[config.mk]
export PLATFORM = sky130hd
export DESIGN_NAME = instruction_loader
export DESIGN_NICKNAME = d
export VERILOG_FILES = /design/src/rtl/instruction_loader.sv
export SDC_FILE = /design/constraint.sdc
export NUM_CORES = 1
export LEC_CHECK = 0
export CORE_ASPECT_RATIO = 0.8
export CORE_MARGIN = 2
export CORE_UTILIZATION = 49
export DETAILED_ROUTE_END_ITERATION = 10
export PLACE_DENSITY = 0.87
export SYNTH_ARGS = -nofsm -noshare
export SYNTH_HDL_FRONTEND = slang
export SYNTH_SLANG_ARGS = --single-unit
[constraint.sdc]
create_clock -name clk -period 4.2 [get_ports clk]
set_input_delay 0.84 -clock clk [delete_from_list [all_inputs] [get_ports clk]]
set_output_delay 0.84 -clock clk [all_outputs]
set_load 0.005 [all_outputs]
[src/rtl/instruction_loader.sv]
// instruction_loader: assembles a big-endian byte stream into imem words, verifies an XOR checksum, then releases the CPU
module instruction_loader #(
   parameter int DEPTH_WORDS = 64
) (
   input  logic        clk,
   input  logic        reset,
   input  logic        load_start,
   input  logic [15:0] load_len,
   input  logic        in_valid,
   input  logic [7:0]  in_byte,
   output logic        in_ready,
   output logic        imem_we,
   output logic [31:0] imem_addr,
   output logic [31:0] imem_wdata,
   output logic        busy,
   output logic        done,
   output logic        error,
   output logic        cpu_run
);
   localparam int IW = $clog2(DEPTH_WORDS + 1);
   localparam logic [2:0] IDLE  = 3'd0;
   localparam logic [2:0] RECV  = 3'd1;
   localparam logic [2:0] WRITE = 3'd2;
   localparam logic [2:0] CSUM  = 3'd3;
   localparam logic [2:0] DONE  = 3'd4;
   localparam logic [2:0] ERROR = 3'd5;
   logic [2:0]    state;
   logic [IW-1:0] len, idx, idx_nx;
   logic [1:0]    cnt;
   logic [7:0]    csum;
   logic [31:0]   word;
   logic          take, len_bad;
   assign idx_nx     = idx + IW'(1);
   assign take       = in_valid && in_ready;
   assign len_bad    = load_len == 16'd0 || load_len > 16'(DEPTH_WORDS);
   assign in_ready   = state == RECV || state == CSUM;
   assign imem_we    = state == WRITE;
   assign imem_addr  = 32'({idx, 2'b00});
   assign imem_wdata = word;
   assign busy       = state == RECV || state == WRITE || state == CSUM;
   assign done       = state == DONE;
   assign error      = state == ERROR;
   assign cpu_run    = state == DONE;
   // load sequencer: byte shifting, checksum accumulation, word writes and verdict
   always_ff @(posedge clk)
      if (reset) begin
         state <= IDLE;
         len   <= '0;
         idx   <= '0;
         cnt   <= '0;
         csum  <= '0;
         word  <= '0;
      end else
         case (state)
            IDLE, DONE, ERROR:
               if (load_start) begin
                  state <= len_bad ? ERROR : RECV;
                  len   <= load_len[IW-1:0];
                  idx   <= '0;
                  cnt   <= '0;
                  csum  <= '0;
                  word  <= '0;
               end
            RECV:
               if (take) begin
                  word <= {word[23:0], in_byte};
                  csum <= csum ^ in_byte;
                  cnt  <= cnt + 2'd1;
                  if (cnt == 2'd3) state <= WRITE;
               end
            WRITE: begin
               idx   <= idx_nx;
               state <= idx_nx == len ? CSUM : RECV;
            end
            CSUM:
               if (take) state <= in_byte == csum ? DONE : ERROR;
            default: state <= IDLE;
         endcase
endmodule

==> results of run 1 <==
## cells by family after synthesis
| family | Yosys count | synth area share [%] |
|---|---|---|
| AOI/OAI and AO/OA | 83 | 19.51 |
| xor gates and xnor gates | 18 | 5.600 |
| adders and majority gates | 2 | 0.8887 |
| buffers and inverters | 50 | 11.42 |
| DFF | 59 | 41.96 |
| muxes | 1 | 0.4000 |
| other | 1 | 0.1332 |
| and+or+nand+nor | 119 | 20.09 |
## registers in the layout, summed over array words and instances, names as in the netlist
signal	flops
cnt	2
state	3
imem_wdata	32
idx	7
csum	8
len	7
## power by group
part	internal, mW	switching [mW]
Sequential	0.578	0.0223
Combinational	0.0891	0.113
Clock	0.281	0.205
## worst max-delay path by stage
stage / cells past startpoint / startpoint / to / slack (ps)
3_3_place_gp: 5 / in_valid / csum[4]$_SDFFE_PP0P_ / 1420
5_1_grt: 4 / state[1]$_SDFFE_PP0P_ / imem_we / 1170
3_5_place_dp: 5 / in_valid / csum[6]$_SDFFE_PP0P_ / 1360
6_report: 4 / state[1]$_SDFFE_PP0P_ / imem_we / 1300
2_1_floorplan: 5 / load_len[5] / state[2]$_SDFFE_PP0P_ / 2220
4_1_cts: 4 / state[1]$_SDFFE_PP0P_ / imem_we / 1310
## final cells by class
class                           count  area (um2)  share of cell area [%]
Multi-Input combinational cell    248        1403                   38.78
Sequential cell                    59        1181                   32.65
Timing Repair Buffer               74       730.7                   20.20
Clock buffer                       11       141.4                   3.909
Tap cell                           78       97.59                   2.698
Clock inverter                      3       40.04                   1.107
Inverter                            5       23.77                  0.6572
## layout by cell type, fill, tap and decap left out, types with 2 or more instances in the layout
cell and n:
sky130_fd_sc_hd__clkdlybuf4s50_1 71, sky130_fd_sc_hd__nor2_1 67, sky130_fd_sc_hd__dfxtp_1 59, sky130_fd_sc_hd__a22oi_1 34, sky130_fd_sc_hd__conb_1 25, sky130_fd_sc_hd__a21oi_1 24, sky130_fd_sc_hd__nand2_1 17, sky130_fd_sc_hd__xor2_1 11
sky130_fd_sc_hd__clkbuf_8 10, sky130_fd_sc_hd__a211oi_1 9, sky130_fd_sc_hd__xnor2_1 7, sky130_fd_sc_hd__o21ai_0 5, sky130_fd_sc_hd__nand2b_1 4, sky130_fd_sc_hd__a31oi_1 4, sky130_fd_sc_hd__nand3_1 4, sky130_fd_sc_hd__inv_1 3
sky130_fd_sc_hd__nor3_1 3, sky130_fd_sc_hd__or3_1 3, sky130_fd_sc_hd__nand3b_1 3, sky130_fd_sc_hd__nor2_2 2, sky130_fd_sc_hd__and3_1 2, sky130_fd_sc_hd__and2_1 2, sky130_fd_sc_hd__nor2b_1 2, sky130_fd_sc_hd__o31ai_1 2
sky130_fd_sc_hd__nor4_1 2, sky130_fd_sc_hd__ha_1 2, sky130_fd_sc_hd__clkinv_2 2, sky130_fd_sc_hd__buf_4 2
## per-stage QoR
step | instance area [um2] | worst slack (ps) | hold WS [ps]
CTS | 3617 | 1305 | 472.3
detailed placement | 3436 | 1365 | 464.6
floorplan | 2905 | 2217 | 445.1
global placement | 3436 | 1423 | 456.5
finish | 3617 | 1301 | 472.6
global route | 3617 | 1166 | 490.5
## metal layers
| layer | vias to the layer above | track usage, % |
|---|---|---|
| li1 | 1228 | - |
| met1 | 1186 | 27.54 |
| met2 | 106 | 31.67 |
| met3 | 5 | 8.525 |
| met4 | 0 | 5.051 |
| met5 | - | 0 |
## synth_stat cells, types with 2 or more instances
library cell,n
sky130_fd_sc_hd__inv_1,3
sky130_fd_sc_hd__xor2_1,11
sky130_fd_sc_hd__nand2b_1,4
sky130_fd_sc_hd__xnor2_1,7
sky130_fd_sc_hd__and3_1,2
sky130_fd_sc_hd__a22oi_1,34
sky130_fd_sc_hd__and2_1,2
sky130_fd_sc_hd__buf_2,8
sky130_fd_sc_hd__a21oi_1,24
sky130_fd_sc_hd__a211oi_1,9
sky130_fd_sc_hd__nand2_1,17
sky130_fd_sc_hd__o21ai_0,5
sky130_fd_sc_hd__nor2b_1,2
sky130_fd_sc_hd__a31oi_1,4
sky130_fd_sc_hd__or3_1,3
sky130_fd_sc_hd__nand3b_1,3
sky130_fd_sc_hd__o31ai_1,2
sky130_fd_sc_hd__nor4_1,2
sky130_fd_sc_hd__dfxtp_1,59
sky130_fd_sc_hd__nor2_1,67
sky130_fd_sc_hd__clkbuf_1,6
sky130_fd_sc_hd__ha_1,2
sky130_fd_sc_hd__nand3_1,4
sky130_fd_sc_hd__buf_4,28
sky130_fd_sc_hd__nor3_1,3
sky130_fd_sc_hd__nor2_2,2
## worst register-to-register path, delay by kind of cell (launching register included)
kind,cells,cell delay [ps]
simple gates,2,730
buf+inv,1,410
flops,1,530
compound gates,2,340
==> results.md, run 1 <==
* Run status: completed
* Clock-pin slew on the worst setup and hold paths at 60 ps
* Endpoint required time on the critical path at 3360 ps
* Portion of the clock cycle consumed by the worst path in the final layout at a little under 70%
* Transition time at the pin with the least slew margin at about 1100 ps
* Overall track demand over capacity in global routing at 20.79%
* Final weighted congestion in routability-driven placement at 0.8265
* Num Clock Sinks at 59
* Chip Width at between 80 and 90 um
* TNS Setup at 0 ps
* Total CTS buffers at 9
* Worst clock skew at 6.774 ps
* Startpoint of the most critical register-to-register path: state[0]$_SDFFE_PP0P_
* Synth unique cells at between 40 and 50
* EDFF count, synth at 0
* Number of buffer and inverter instances along the worst setup path at 2
* IO Pins at 98
* Area added between synthesis and finish at 28.49%
* Count of synthesis-stage warnings from yosys at 0
* Fin cells at roughly 480
* Clk Latency, worst-skew pair at 330 ps
* Final nets at roughly 430
* Worst R2R End: csum[0]$_SDFFE_PP0P_
* Vias in the first global route at between 2000 and 2500
* Number of violations of the max-capacitance limit at 0
* Pwr/cell area at ~360 nW/um2
* Final setup violation count at 0
* Hold path startpoint: len[6]$_SDFFE_PP0P_
* Largest area contributor in the netlist: sky130_fd_sc_hd__dfxtp_1
* Category of the worst setup path launch point: flip-flop
* Number of synthesized register bits at between 50 and 60
* Slowest stage cell, crit path: sky130_fd_sc_hd__dfxtp_1
* Total inserted antenna cells at 0
* Most frequently used flop master after synthesis: sky130_fd_sc_hd__dfxtp_1
* Top sig layer: met4
* Total wirelength of the detailed-routed design at roughly 6600 um
* Leakage at approximately 1.4 nW
* Post-Synthesis Cell Area at 2815 um2
* GRT overflow at 0
* Area fraction of the dominant cell type after synthesis at 41.96%
* Wire length of the first global-routing pass at a little over 10000 um
* Initial antenna violation count at 0
* Number of nets with antenna violations after detailed routing at 0
* Setup Fix Bufs, Post-CTS at 0
* Share of final-layout standard cells stronger than drive strength 1 at 6.750%
* Standard cell core area at 5495 um2
* Root buffer cell: sky130_fd_sc_hd__clkbuf_8
* IR Drop Worst-Case VDD at 201.1 uV
* # fillers at 474
* Maximum number of buffers from clock root to sink at 2
* Final hold vios at 0
* Cell count of the worst hold path at 2
* Final Max Tran Viols at 0
* Placed cell count at 464
* Final HPWL DP at 4569 um
* Worst-case headroom to the max-slew limit at 29.76%
* Row count at 24
* Worst min-delay path endpoint: len[6]$_SDFFE_PP0P_
* Floorplan die area at 6371 um2
* Met1 Wirelength at around 2900 um
* Worst path arrival time at between 2000 and 2500 ps
* Vias at ~2500
* Die boundary height at 71.80 um
* Leading post-synthesis cells by cell area: sky130_fd_sc_hd__dfxtp_1 (42%), sky130_fd_sc_hd__a22oi_1 (9.1%), sky130_fd_sc_hd__nor2_1 (8.9%)
* Number of standard cells after synthesis at 333
* RSZ-0062 raised after global routing: no
* Wire length on met3 at 642 um
* Max Fanout on Critical Path at 15
* Total power consumption of the routed design at 1.289 mW
* Vias per Instance at 5.282
* Async set-or-reset flop fraction in the synthesized netlist at 0%
* Initial drt markers at 120
* Maximum frequency from static timing analysis at 345.0 MHz
* Startpoint-to-endpoint class of the critical path: flip-flop to output pin
* Min-Delay Path Class: flip-flop to flip-flop
* Level count of the clock H-tree at 3
* Largest delay share family, worst path: buffers and inverters
* Number of gates resized after CTS at 0
* WL per Instance at 13.82 um
* Initial Utilization at around 51%
* Pin count of the biggest net entering global routing at 61
* Synthesized area divided by synthesized cell count at 8.454 um2
* TritonCTS clock tree: built
* Worst R2R Path Depth at 5
* Slowest stage delay, CP at 620 ps
* Seq/Total Area, Yosys at 41.96%
* Count of TritonRoute iterations in the first routing pass at 5
* Routed length on met2 at 3025 um
* Reg2Reg Setup Slack at ~2100 ps
* Shortest period the worst path allows at 2899 ps
* Remaining design rule violation count at 0
* Final core area utilization at ~66%
* Number of hold buffers added after cts at 0
* Ordered list of cells on the worst path: nand2b_1, or2_1, inv_2, clkdlybuf4s50_1
* Port Buf Inserts at 72
* CP endpoint kind: output pin
(Power assumes the default switching activity.)
==> run 2, diff against run 1 <==
--- a/config.mk
+++ b/config.mk
@@ -7,9 +7,9 @@
 export LEC_CHECK = 0
 export CORE_ASPECT_RATIO = 0.8
 export CORE_MARGIN = 2
-export CORE_UTILIZATION = 49
+export CORE_UTILIZATION = 45
 export DETAILED_ROUTE_END_ITERATION = 10
-export PLACE_DENSITY = 0.87
+export PLACE_DENSITY = 0.81
 export SYNTH_ARGS = -nofsm -noshare
 export SYNTH_HDL_FRONTEND = slang
 export SYNTH_SLANG_ARGS = --single-unit
==> constraint.sdc (replaced) <==
create_clock -name clk -period 2.9 [get_ports clk]
set_input_delay 0.58 -clock clk [delete_from_list [all_inputs] [get_ports clk]]
set_output_delay 0.58 -clock clk [all_outputs]
set_load 0.005 [all_outputs]
==> run 2 against run 1 <==
  * Sequential power rose by 45%
  * Setup slack got worse by 1100 ps
  * First-iteration DRC count rose by 12%
  * Hold slack got worse by 4.4 ps
  * Die area rose by 8.4%
  * Via count rose by 0.24%
  * Largest power group unchanged
  * Non-clock buffer count rose by 2
  * Largest cell class unchanged
  * Critical endpoint unchanged
  * Cell count rose by 1.5%
  * Sequential cell count did not move
  * Design area rose by 1.1%
==> results.md, run 2 (synthesis results as in run 1) <==
* Run status: completed
* Wire length of the first global-routing pass at 10780 um (+4.5%)
* Port Buf Inserts at 72 (unchanged)
* Row count at 25 (+4.2%)
* Chip Width at 92.43 um (+4.2%)
* # fillers at 536 (+13%)
* Initial drt markers at 134 (+12%)
* TritonCTS clock tree: built
* Placed cell count at 469 (+1.1%)
* Root buffer cell: sky130_fd_sc_hd__clkbuf_8
* Maximum frequency from static timing analysis at 375.4 MHz
* Initial Utilization at 47.12% (-4.1 points)
* Slowest stage cell, crit path: sky130_fd_sc_hd__dfxtp_1
* Fin cells at 485 (+1.5%)
* Switching pwr at 0.5145 mW (+51%)
* Pre-CTS WS at 588.5 ps (-776.2 ps)
* Share of final-layout standard cells stronger than drive strength 1 at 7.673% (+0.92 points)
* Endpoint required time on the critical path at 2320 ps (-1040 ps)
* Final core area utilization at 61.24% (-4.6 points)
* Number of gates resized after CTS at 0 (unchanged)
* Setup Fix Bufs, Post-CTS at 0 (unchanged)
* Proportion of power drawn by the clock network at 39.6% (+1.9 points)
* Internal power contribution at 1.409 mW (+49%)
* Total power consumption of the routed design at 1.924 mW (+49%)
* GRT overflow at 0 (unchanged)
* Final weighted congestion in routability-driven placement at 0.8497 (+2.8%)
* Pin count of the biggest net entering global routing at 43 (-30%)
* Standard cell core area at 5974 um2 (+8.7%)
* TNS Setup at 0 ps (unchanged)
* Vias in the first global route at 2270 (+2.0%)
* Vias per Instance at 5.219 (-1.2%)
* Pwr/cell area at 525.9 nW/um2 (+48%)
* Total inserted antenna cells at 0 (unchanged)
* Category of the worst setup path launch point: flip-flop
* Count of TritonRoute iterations in the first routing pass at 5 (unchanged)
* Number of buffer and inverter instances along the worst setup path at 2 (unchanged)
* Number of nets with antenna violations after detailed routing at 0 (unchanged)
* Overall track demand over capacity in global routing at 19.83% (-0.95 points)
* Area added between synthesis and finish at 29.96%
* Final nets at 429 (+0.47%)
* Shortest period the worst path allows at 2664 ps
* Most common library cell in the layout ignoring fill and taps: sky130_fd_sc_hd__clkdlybuf4s50_1
* Slowest stage delay, CP at 630 ps (about the same)
* IO Pins at 98 (unchanged)
* Floorplan die area at 6909 um2 (+8.4%)
* Worst-case headroom to the max-slew limit at 59.76% (+30 points)
* Number of violations of the max-capacitance limit at 0 (unchanged)
* Min-Delay Path Class: flip-flop to flip-flop
* Remaining design rule violation count at 0 (unchanged)
* Number of stages on the worst setup path at 4 (unchanged)
* Fin area at 3659 um2 (+1.1%)
* Logic gate share of total power at 15.3% (-0.4 points)
* Final hold vios at 0 (unchanged)
* Initial antenna violation count at 0 (unchanged)
* Num Clock Sinks at 59 (unchanged)
* WL per Instance at 13.75 um (-0.49%)
* Max Fanout on Critical Path at 15 (unchanged)
* Maximum number of buffers from clock root to sink at 2 (unchanged)
* Largest delay share family, worst path: buffers and inverters
* Ordered list of cells on the worst path: nand2b_1, or2_1, inv_2, clkdlybuf4s50_1
* Sw Share at 26.75% (+0.33 points)
* Die boundary height at 74.75 um (+4.1%)
* IR Drop Worst-Case VDD at 372.1 uV (+85%)
* Worst R2R Path Depth at 7 (+2)
* Transition time at the pin with the least slew margin at 603.5 ps (-450.1 ps)
* Clock-pin slew on the worst setup and hold paths at 60 ps (about the same)
* Max FFs per register at 32 (unchanged)
* Portion of total power attributed to sequential cells at 45.1% (-1.5 points)
* CP endpoint kind: output pin
* Final HPWL DP at 4591 um (+0.49%)
* Clk Latency, worst-skew pair at 340 ps (about the same)
* Placement Cell Area at 3455 um2 (+0.55%)
* Worst clock skew at 9.665 ps (+2.891 ps)
* Startpoint-to-endpoint class of the critical path: flip-flop to output pin
* Vias at 2531 (+0.24%)
* Total CTS buffers at 9 (unchanged)
* Leakage at 1.372 nW (+1.5%)
* Cell count of the worst hold path at 2 (unchanged)
* Final setup violation count at 0 (unchanged)
* Reg2Reg Setup Slack at 970 ps (-1140 ps)
* Worst Hold Margin at 468.2 ps (-4.362 ps)
* Total wirelength of the detailed-routed design at 6671 um (+0.97%)
* Level count of the clock H-tree at 3 (unchanged)
* Highest-count cells in the layout ignoring fill and taps: sky130_fd_sc_hd__clkdlybuf4s50_1 (71), sky130_fd_sc_hd__nor2_1 (67), sky130_fd_sc_hd__dfxtp_1 (59)
* RSZ-0062 raised after global routing: no
* Final Max Tran Viols at 0 (unchanged)
* Final Worst Setup Slack at 236.4 ps (-1065 ps)
* Portion of the clock cycle consumed by the worst path in the final layout at 91.85%
* Worst path arrival time at 2080 ps (+20 ps)
* Number of hold buffers added after cts at 0 (unchanged)
==> run 2: cell count changes in the layout (fill, tap and decap cells not counted) <==
cell	change
sky130_fd_sc_hd__clkinv_4	+1
sky130_fd_sc_hd__clkbuf_8	+1
sky130_fd_sc_hd__buf_4	+2
==> run 2: cell type report <==
cell class | instances | area [um2] | share of cell area [%]
Sequential cell | 59 | 1181 | 32.28
Inverter | 5 | 23.77 | 0.6498
Multi-Input combinational cell | 248 | 1403 | 38.34
Clock buffer | 12 | 155.1 | 4.241
Clock inverter | 4 | 48.80 | 1.334
Timing Repair Buffer | 76 | 745.7 | 20.38
Tap cell | 81 | 101.3 | 2.770
==> run 2: path summary, 6_finish.rpt <==
path | endpoint | from
max | imem_we | state[1]$_SDFFE_PP0P_
min reg2reg | len[0]$_SDFFE_PP0P_ | len[0]$_SDFFE_PP0P_
min | len[0]$_SDFFE_PP0P_ | len[0]$_SDFFE_PP0P_
max reg2reg | imem_wdata[5]$_SDFFE_PP0P_ | state[2]$_SDFFE_PP0P_
==> run 2: power groups by stage <==
stage	logic, mW	registers, mW	clock network (mW)
5_1_grt	0.325	0.872	0.816
4_1_cts	0.295	0.868	0.777
6_report	0.294	0.868	0.762
3_5_place_dp	0.294	0.886	0
3_3_place_gp	0.290	0.884	0
2_1_floorplan	0.221	0.874	0
==> run 2: worst reg2reg max path: cells and delay by family, from the launching register on <==
family                 cells  cell delay, ps
AOI/OAI and AO/OA          1             200
and+or+nand+nor            4             730
buffers and inverters      2             350
DFF                        1             520
==> run 2: layer usage <==
metal  wire length [um]  global-route usage [%]  up-vias
met2               2895                   30.98      110
met5                  0                       0        -
li1                   -                       -     1240
met4                 51                   5.473        0
met3                681                   9.109        6
met1               3042                   25.14     1175
==> run 3, diff against run 2 <==
--- a/config.mk
+++ b/config.mk
@@ -10,6 +10,7 @@
 export CORE_UTILIZATION = 45
 export DETAILED_ROUTE_END_ITERATION = 10
 export PLACE_DENSITY = 0.81
+export SKIP_CTS_REPAIR_TIMING = 1
 export SYNTH_ARGS = -nofsm -noshare
 export SYNTH_HDL_FRONTEND = slang
 export SYNTH_SLANG_ARGS = --single-unit
==> results of run 3 <==
The final DEF is identical to that of run 2; final timing and power are the same.
